--- src/rtl/ps2_tx.sv ---
// rtl/ps2_tx.sv - PS/2 host-to-device command transmitter
// Open-drain drive via active-high pull-low enables; line levels read back through 2-FF synchronizers.
module ps2_tx #(
  parameter int INHIBIT_CYCLES = 5000,
  parameter int TIMEOUT_CYCLES = 1000000
) (
  input  logic       clk,
  input  logic       rst_n,
  input  logic       clk_key,
  input  logic       data_key,
  input  logic [7:0] tx_data,
  input  logic       tx_valid,
  output logic       tx_ready,
  output logic       clk_key_oe,
  output logic       data_key_oe,
  output logic       done,
  output logic       err
);

  localparam int ICW = $clog2(INHIBIT_CYCLES + 1);
  localparam int TCW = $clog2(TIMEOUT_CYCLES + 1);

  typedef enum logic [2:0] {
    S_IDLE,
    S_INHIBIT,
    S_REQ,
    S_SHIFT,
    S_ACK,
    S_WAIT_IDLE,
    S_DONE
  } state_t;

  state_t         state_q, state_d;
  logic [1:0]     clk_sync_q, data_sync_q;
  logic           clk_prev_q;
  logic [7:0]     data_q, data_d;
  logic           par_q, par_d;
  logic [3:0]     n_q, n_d;
  logic [ICW-1:0] icnt_q, icnt_d;
  logic [TCW-1:0] tcnt_q, tcnt_d;
  logic           err_q, err_d;
  logic           clk_oe_q, clk_oe_d;
  logic           data_oe_q, data_oe_d;

  logic clk_s, data_s, fall, timeout;

  assign clk_s   = clk_sync_q[1];
  assign data_s  = data_sync_q[1];
  assign fall    = clk_prev_q & ~clk_s;
  assign timeout = (tcnt_q == TCW'(TIMEOUT_CYCLES - 1)) & ~fall;

  always_ff @(posedge clk) begin
    if (!rst_n) begin
      state_q     <= S_IDLE;
      clk_sync_q  <= 2'b11;
      data_sync_q <= 2'b11;
      clk_prev_q  <= 1'b1;
      data_q      <= '0;
      par_q       <= 1'b0;
      n_q         <= '0;
      icnt_q      <= '0;
      tcnt_q      <= '0;
      err_q       <= 1'b0;
      clk_oe_q    <= 1'b0;
      data_oe_q   <= 1'b0;
    end else begin
      state_q     <= state_d;
      clk_sync_q  <= {clk_sync_q[0], clk_key};
      data_sync_q <= {data_sync_q[0], data_key};
      clk_prev_q  <= clk_s;
      data_q      <= data_d;
      par_q       <= par_d;
      n_q         <= n_d;
      icnt_q      <= icnt_d;
      tcnt_q      <= tcnt_d;
      err_q       <= err_d;
      clk_oe_q    <= clk_oe_d;
      data_oe_q   <= data_oe_d;
    end
  end

  always_comb begin
    state_d   = state_q;
    data_d    = data_q;
    par_d     = par_q;
    n_d       = n_q;
    icnt_d    = icnt_q;
    tcnt_d    = tcnt_q + TCW'(1);
    err_d     = err_q;
    clk_oe_d  = clk_oe_q;
    data_oe_d = data_oe_q;

    case (state_q)
      S_IDLE: begin
        clk_oe_d  = 1'b0;
        data_oe_d = 1'b0;
        err_d     = 1'b0;
        if (tx_valid) begin
          data_d   = tx_data;
          par_d    = ~^tx_data;
          icnt_d   = '0;
          clk_oe_d = 1'b1;
          state_d  = S_INHIBIT;
        end
      end

      S_INHIBIT: begin
        icnt_d = icnt_q + ICW'(1);
        if (icnt_q == ICW'(INHIBIT_CYCLES - 1)) begin
          data_oe_d = 1'b1;
          state_d   = S_REQ;
        end
      end

      S_REQ: begin
        clk_oe_d  = 1'b0;
        data_oe_d = 1'b1;
        n_d       = '0;
        tcnt_d    = '0;
        state_d   = S_SHIFT;
      end

      // Each device falling edge moves the line to the next frame bit.
      S_SHIFT: begin
        if (fall) begin
          tcnt_d = '0;
          n_d    = n_q + 4'd1;
          if (n_q < 4'd8) begin
            data_oe_d = ~data_q[n_q[2:0]];
          end else if (n_q == 4'd8) begin
            data_oe_d = ~par_q;
          end else begin
            data_oe_d = 1'b0;
            state_d   = S_ACK;
          end
        end else if (timeout) begin
          clk_oe_d  = 1'b0;
          data_oe_d = 1'b0;
          err_d     = 1'b1;
          state_d   = S_DONE;
        end
      end

      S_ACK: begin
        if (fall) begin
          tcnt_d  = '0;
          err_d   = data_s;
          state_d = S_WAIT_IDLE;
        end else if (timeout) begin
          clk_oe_d  = 1'b0;
          data_oe_d = 1'b0;
          err_d     = 1'b1;
          state_d   = S_DONE;
        end
      end

      S_WAIT_IDLE: begin
        if (clk_s && data_s) begin
          state_d = S_DONE;
        end else if (fall) begin
          tcnt_d = '0;
        end else if (timeout) begin
          clk_oe_d  = 1'b0;
          data_oe_d = 1'b0;
          err_d     = 1'b1;
          state_d   = S_DONE;
        end
      end

      S_DONE: begin
        clk_oe_d  = 1'b0;
        data_oe_d = 1'b0;
        state_d   = S_IDLE;
      end

      default: begin
        clk_oe_d  = 1'b0;
        data_oe_d = 1'b0;
        state_d   = S_IDLE;
      end
    endcase
  end

  // A dedicated DONE state keeps done and tx_ready mutually exclusive.
  assign tx_ready    = (state_q == S_IDLE);
  assign done        = (state_q == S_DONE);
  assign err         = done & err_q;
  assign clk_key_oe  = clk_oe_q;
  assign data_key_oe = data_oe_q;

endmodule

--- config.mk ---
export PLATFORM = sky130hd
export DESIGN_NAME = ps2_tx
export DESIGN_NICKNAME = d
export VERILOG_FILES = /design/src/rtl/ps2_tx.sv
export SDC_FILE = /design/constraint.sdc
export NUM_CORES = 1
export LEC_CHECK = 0
export ABC_AREA = 1
export CAP_MARGIN = 20
export CORE_AREA = 2 2 72 74
export DETAILED_ROUTE_END_ITERATION = 6
export DIE_AREA = 0 0 74 76
export DONT_BUFFER_PORTS = 1
export HOLD_SLACK_MARGIN = 0.06
export PLACE_DENSITY = 0.83
export REMOVE_ABC_BUFFERS = 1
export SETUP_SLACK_MARGIN = 0.4
export SLEW_MARGIN = 20
export SYNTH_ARGS = -nofsm -noshare
export SYNTH_HDL_FRONTEND = slang
export SYNTH_SLANG_ARGS = --single-unit
export TNS_END_PERCENT = 50
--- constraint.sdc ---
create_clock -name clk -period 4.4 [get_ports clk]
set_input_delay 0.44 -clock clk [delete_from_list [all_inputs] [get_ports clk]]
set_output_delay 0.44 -clock clk [all_outputs]
set_load 0.05 [all_outputs]
== After elaboration in Yosys (flattened, before gate mapping) ==
Cells that the tools add are included.
Cells by class
  $add $sub $neg: 3
  magnitude comparators: 2
  eq/ne operators: 16
  multiplexer cells: 37
  bitwise operators: 8
  reductions and logical operators: 14
Operators with widths (count)
  $pmux W20 S3: 1
  $mux W20: 2
  $mux W3: 9
  $pmux W13 S2: 1
  $add A20 B1 Y20 const B: 1
  $eq A20 B20 Y1 const B: 1
  $pmux W3 S6: 1
  $mux W1: 16
  $add A13 B1 Y13 const B: 1
  $eq A13 B13 Y1 const B: 1
  $mux W13: 1
  $reduce_and A2 Y1: 6
  $eq A3 B3 Y1 const B: 3
  $ne A3 B3 Y1 const B: 3
  $ne A2 B2 Y1 const B: 4
  $pmux W1 S4: 2
  $pmux W4 S2: 1
  $reduce_xnor A8 Y1: 1
  $eq A3 B2 Y1 const B: 2
  $not A1 Y1: 5
  $pmux W1 S5: 1
  $reduce_and A5 Y1: 1
  $add A4 B1 Y4 const B: 1
  $eq A4 B4 Y1 const B: 1
  11 further kinds: 14
Storage, ports and cells
  register bits: 57
  input bits: 13
  output and inout bits: 5
  word-level logic and storage cells: 92

== Longest topological paths before layout ==
  depth after elaboration: 8
  gate-level depth with buffers: 11

== Least setup slack after synthesis ==
No wires, ideal clock.
  kind: flip-flop to output port
  from: register state_q[2]
  to: output err
  arrival: 1.594 ns
  required time: 3.960 ns
  slack: 2.366 ns
  stages on the path, launching flop included: 4
  buffers on the path: 1
  path through: dfxtp_1 > buf_4 > nand2_1 > nor3_1
Between the ends
  word-level cells in the longest chain between the ends: 2
RTL lines
  start: declaration: RTL line 33  | state_t state_q, state_d;
  start signal: assignment: RTL line 67  | state_q <= state_d;
  $eq A3 B3 Y1: RTL line 186  | assign done = (state_q == S_DONE);
  $and A1 B1 Y1: RTL line 187  | assign err = done & err_q;
  end: declaration: RTL line 17  | output logic err
No other way between the ends.

== Final worst setup path ==
  from: register state_q[2]
  to: output done
Between the ends
  word-level cells in the longest chain between the ends: 1
RTL lines
  $eq A3 B3 Y1: RTL line 186
  end: declaration: RTL line 16  | output logic done,
No other way between the ends.

==> results_dict.tcl <==
set metrics [dict create \
    syn_inst 420 \
    count_of_distinct_cell_types_in_the_synthesized_netlist 33 \
    hp-class "in -> reg" \
    route.antenna.remaining_nets 0 \
    r2r.worst_path.cells 8 \
    critical_path.n_buffers_inverters 0 \
    setup_viol 0 \
    tot_gr_track_use_pct 24.03 \
    unrepaired_setup_endpoints_after_global_routing "no" \
    ys_ff_latch 57 \
    rows 26 \
    grt_remaining_overflow 0 \
    final.setup.worst_slack_ps 2217 \
    leakagePower_uw 0.001247 \
    max_freq_ghz 0.4581 \
    drt-initial-drc-count 132 \
    largest_net_degree_at_the_start_of_global_routing 22 \
    status "finished, final reports clean" \
    crit_slowest_cell "nor2_1" \
    yosys.area.top_type_share_pct 38.89 \
    worst-r2r-setup-slack_ps 2400 \
    final_hold_viol_count 0 \
    seq_area_frac_synth_pct 38.89 \
    timing.critical_path.arrival_ps 1740 \
    die_height_um 76 \
    synth_async_sr_flop_share_pct 0 \
    num_antenna_cells 0 \
    critPathMaxStageDelay_ps 680 \
    hold_path_end "clk_prev_q" \
    fillCellCount 429 \
    pre_cts_slack_ps 2436 \
    initial_core_util_pct 59.73 \
    core_area_mm2 0.004912 \
    crit_type "reg -> out" \
    gpl.final_weighted_congestion 0.9358 \
    number_of_maximum_capacitance_violations 0 \
    synth.yosys.warnings 0 \
    slew_violations 0 \
    placement.cell_area_mm2 0.002982 \
    clockBufferDepth 2 \
    crit_path_end_kind "output pin" \
    cts_resized 0 \
    cell_area_after_layout_mm2 0.003171 \
    first_global_vias 2545 \
    cp_data_required_time_ps 3960 \
    floorplan.die_area_mm2 0.005624 \
    worstPathMaxFanout 9 \
    cell_types_occupying_the_most_area_after_synthesis "dfxtp_1, nand2_1, nor2_1, inv_1, a21oi_1" \
    sinks_on_clock_net 57 \
    drc 0 \
    totalWireLength_um 6044 \
    cts_hold_buf 0 \
    tritoncts "yes" \
    worstSetupStartpointType "flop" \
    r2r-start "state_q[0]" \
    min_delay_path_depth 1 \
    wire_per_inst_um 12.14 \
    die_x_um 74 \
    io_pins 18 \
    final_util_pct 64.54 \
    placement.io_buffers 0 \
    cp_cell_sequence "nand2_1 > nor2_1" \
    period_utilisation_layout_pct 49.62 \
    maxSlewHeadroom_pct 35.90 \
    cts_setup_buffers 0 \
    clk_latency_ps 330 \
    cts_made_buffers 9 \
    synth-edff-count 0 \
    synthesis.area_per_instance_um2 6.986 \
    period_minus_slack_ps 2183 \
    clockRootBuffer "clkbuf_8" \
    critPathTopFamily "simple AND/OR/NAND/NOR gates" \
    synth_top_flop_cell "dfxtp_1" \
    power_uw 1281 \
    grt_pass1_wl_um 10740 \
    path_clk_slew_ps 60 \
    hpwl_um 4355 \
    ratio_of_cells_with_drive_above_1_in_the_final_layout_pct 7.710 \
    powerDensity_mw_per_mm2 403.9 \
    relative_area_change_from_synthesis_to_final_layout_pct 8.060 \
    post_synth_instance_area_mm2 0.002934 \
    yosys.area.top_type "dfxtp_1" \
    finClkSkew_ps 8.444 \
    antenna_found_initial 0 \
    routed_via_density 5.327 \
    design.final.nets 440 \
    netlist_top_cells_count "nand2_1, dfxtp_1, nor2_1, inv_1, a21oi_1" \
    setup_total_negative_slack_ps 0 \
    h-tree-depth 3 \
    route.vias.total 2653 \
    ir_worst_vdd_mv 0.2906 \
    actual_slew_at_the_worst_max_slew_pin_ps 958.0 \
    worst_hold_startpoint "rst_n" \
    first_pass_iters 4 \
    timing.rr.end "state_q[0]" \
    synth_most_common_cell "nand2_1" \
]
[power breakdown]
group          internal [uW]  switching (uW)
registers                552            43.7
clock network            276             190
logic                   69.1             150
total                    897             384
[per-layer routing]
| layer | GRT usage (%) | routed length (um) | vias up |
|---|---|---|---|
| li1 | - | - | 1363 |
| met1 | 29.02 | 2625 | 1202 |
| met2 | 39.20 | 2995 | 73 |
| met3 | 7.011 | 292 | 15 |
| met4 | 10.00 | 131 | 0 |
| met5 | 0 | 0 | - |
[sequential cells by signal, summed over array words and instances (netlist names)]
register,count
icnt_q,13
tcnt_q,20
data_q,8
state_q,3
data_key_oe,1
clk_sync_q,2
par_q,1
err_q,1
clk_prev_q,1
data_sync_q,2
n_q,4
clk_key_oe,1
[cells by family (layout without fill, tap and decap cells)]
family                     after synthesis  in the layout  synth area share, %
AOI/OAI and AO/OA                       74             74                14.20
xor gates and xnor gates                20             20                5.970
buffers and inverters                   67             75                9.040
adders and majority gates                4              4                1.706
and+or+nand+nor                        198            198                30.19
DFF                                     57             57                38.89
[area by class of cell]
cell class / count / area [um^2] / share of cell area, %
multi-input combinational: 296 / 1528 / 48.18
timing repair buffer: 1 / 7.507 / 0.2368
sequential: 57 / 1141 / 35.99
clock buffer: 13 / 148.9 / 4.696
clock inverter: 3 / 40.04 / 1.263
tap: 70 / 87.58 / 2.762
inverter: 58 / 217.7 / 6.867
[through the flow]
stage          hold slack (ps)  std cells
6_report                 179.8        498
5_1_grt                  156.8        498
4_1_cts                  172.8        498
3_5_place_dp             404.3        482
3_3_place_gp             405.2        482
2_1_floorplan            392.5        411
[worst max-delay path by stage]
stage	to	slack [ps]	start	depth (start not counted)
after global placement	state_q[0]	2510	state_q[0]	8
after detailed placement	state_q[0]	2440	state_q[0]	8
after global routing	done	2080	state_q[2]	2
final	done	2220	state_q[2]	2
after floorplan	err	2250	state_q[2]	2
after CTS	done	2200	state_q[2]	2
[cell usage in the layout (no fill, tap or decap)]
master,n
clkbuf_8,10
o21ai_4,1
clkinv_2,2
nor2_4,2
o21ai_1,2
o22ai_1,1
or2_2,4
nand2_1,76
xor2_1,13
inv_1,54
a221oi_1,2
or2_1,2
and3_1,2
buf_4,1
clkbuf_1,3
a21oi_1,33
nor2_1,57
bufinv_16,1
a31oi_1,1
nor3_2,1
ha_1,4
nor3_1,11
dfxtp_1,57
o311a_1,1
a211oi_1,6
o21ai_0,25
nand2_2,3
inv_2,4
o211ai_1,2
nand4_1,12
nor2_2,3
xnor2_1,7
nand3_1,24
nor3_4,1
Power figures use the tool's default switching activity.
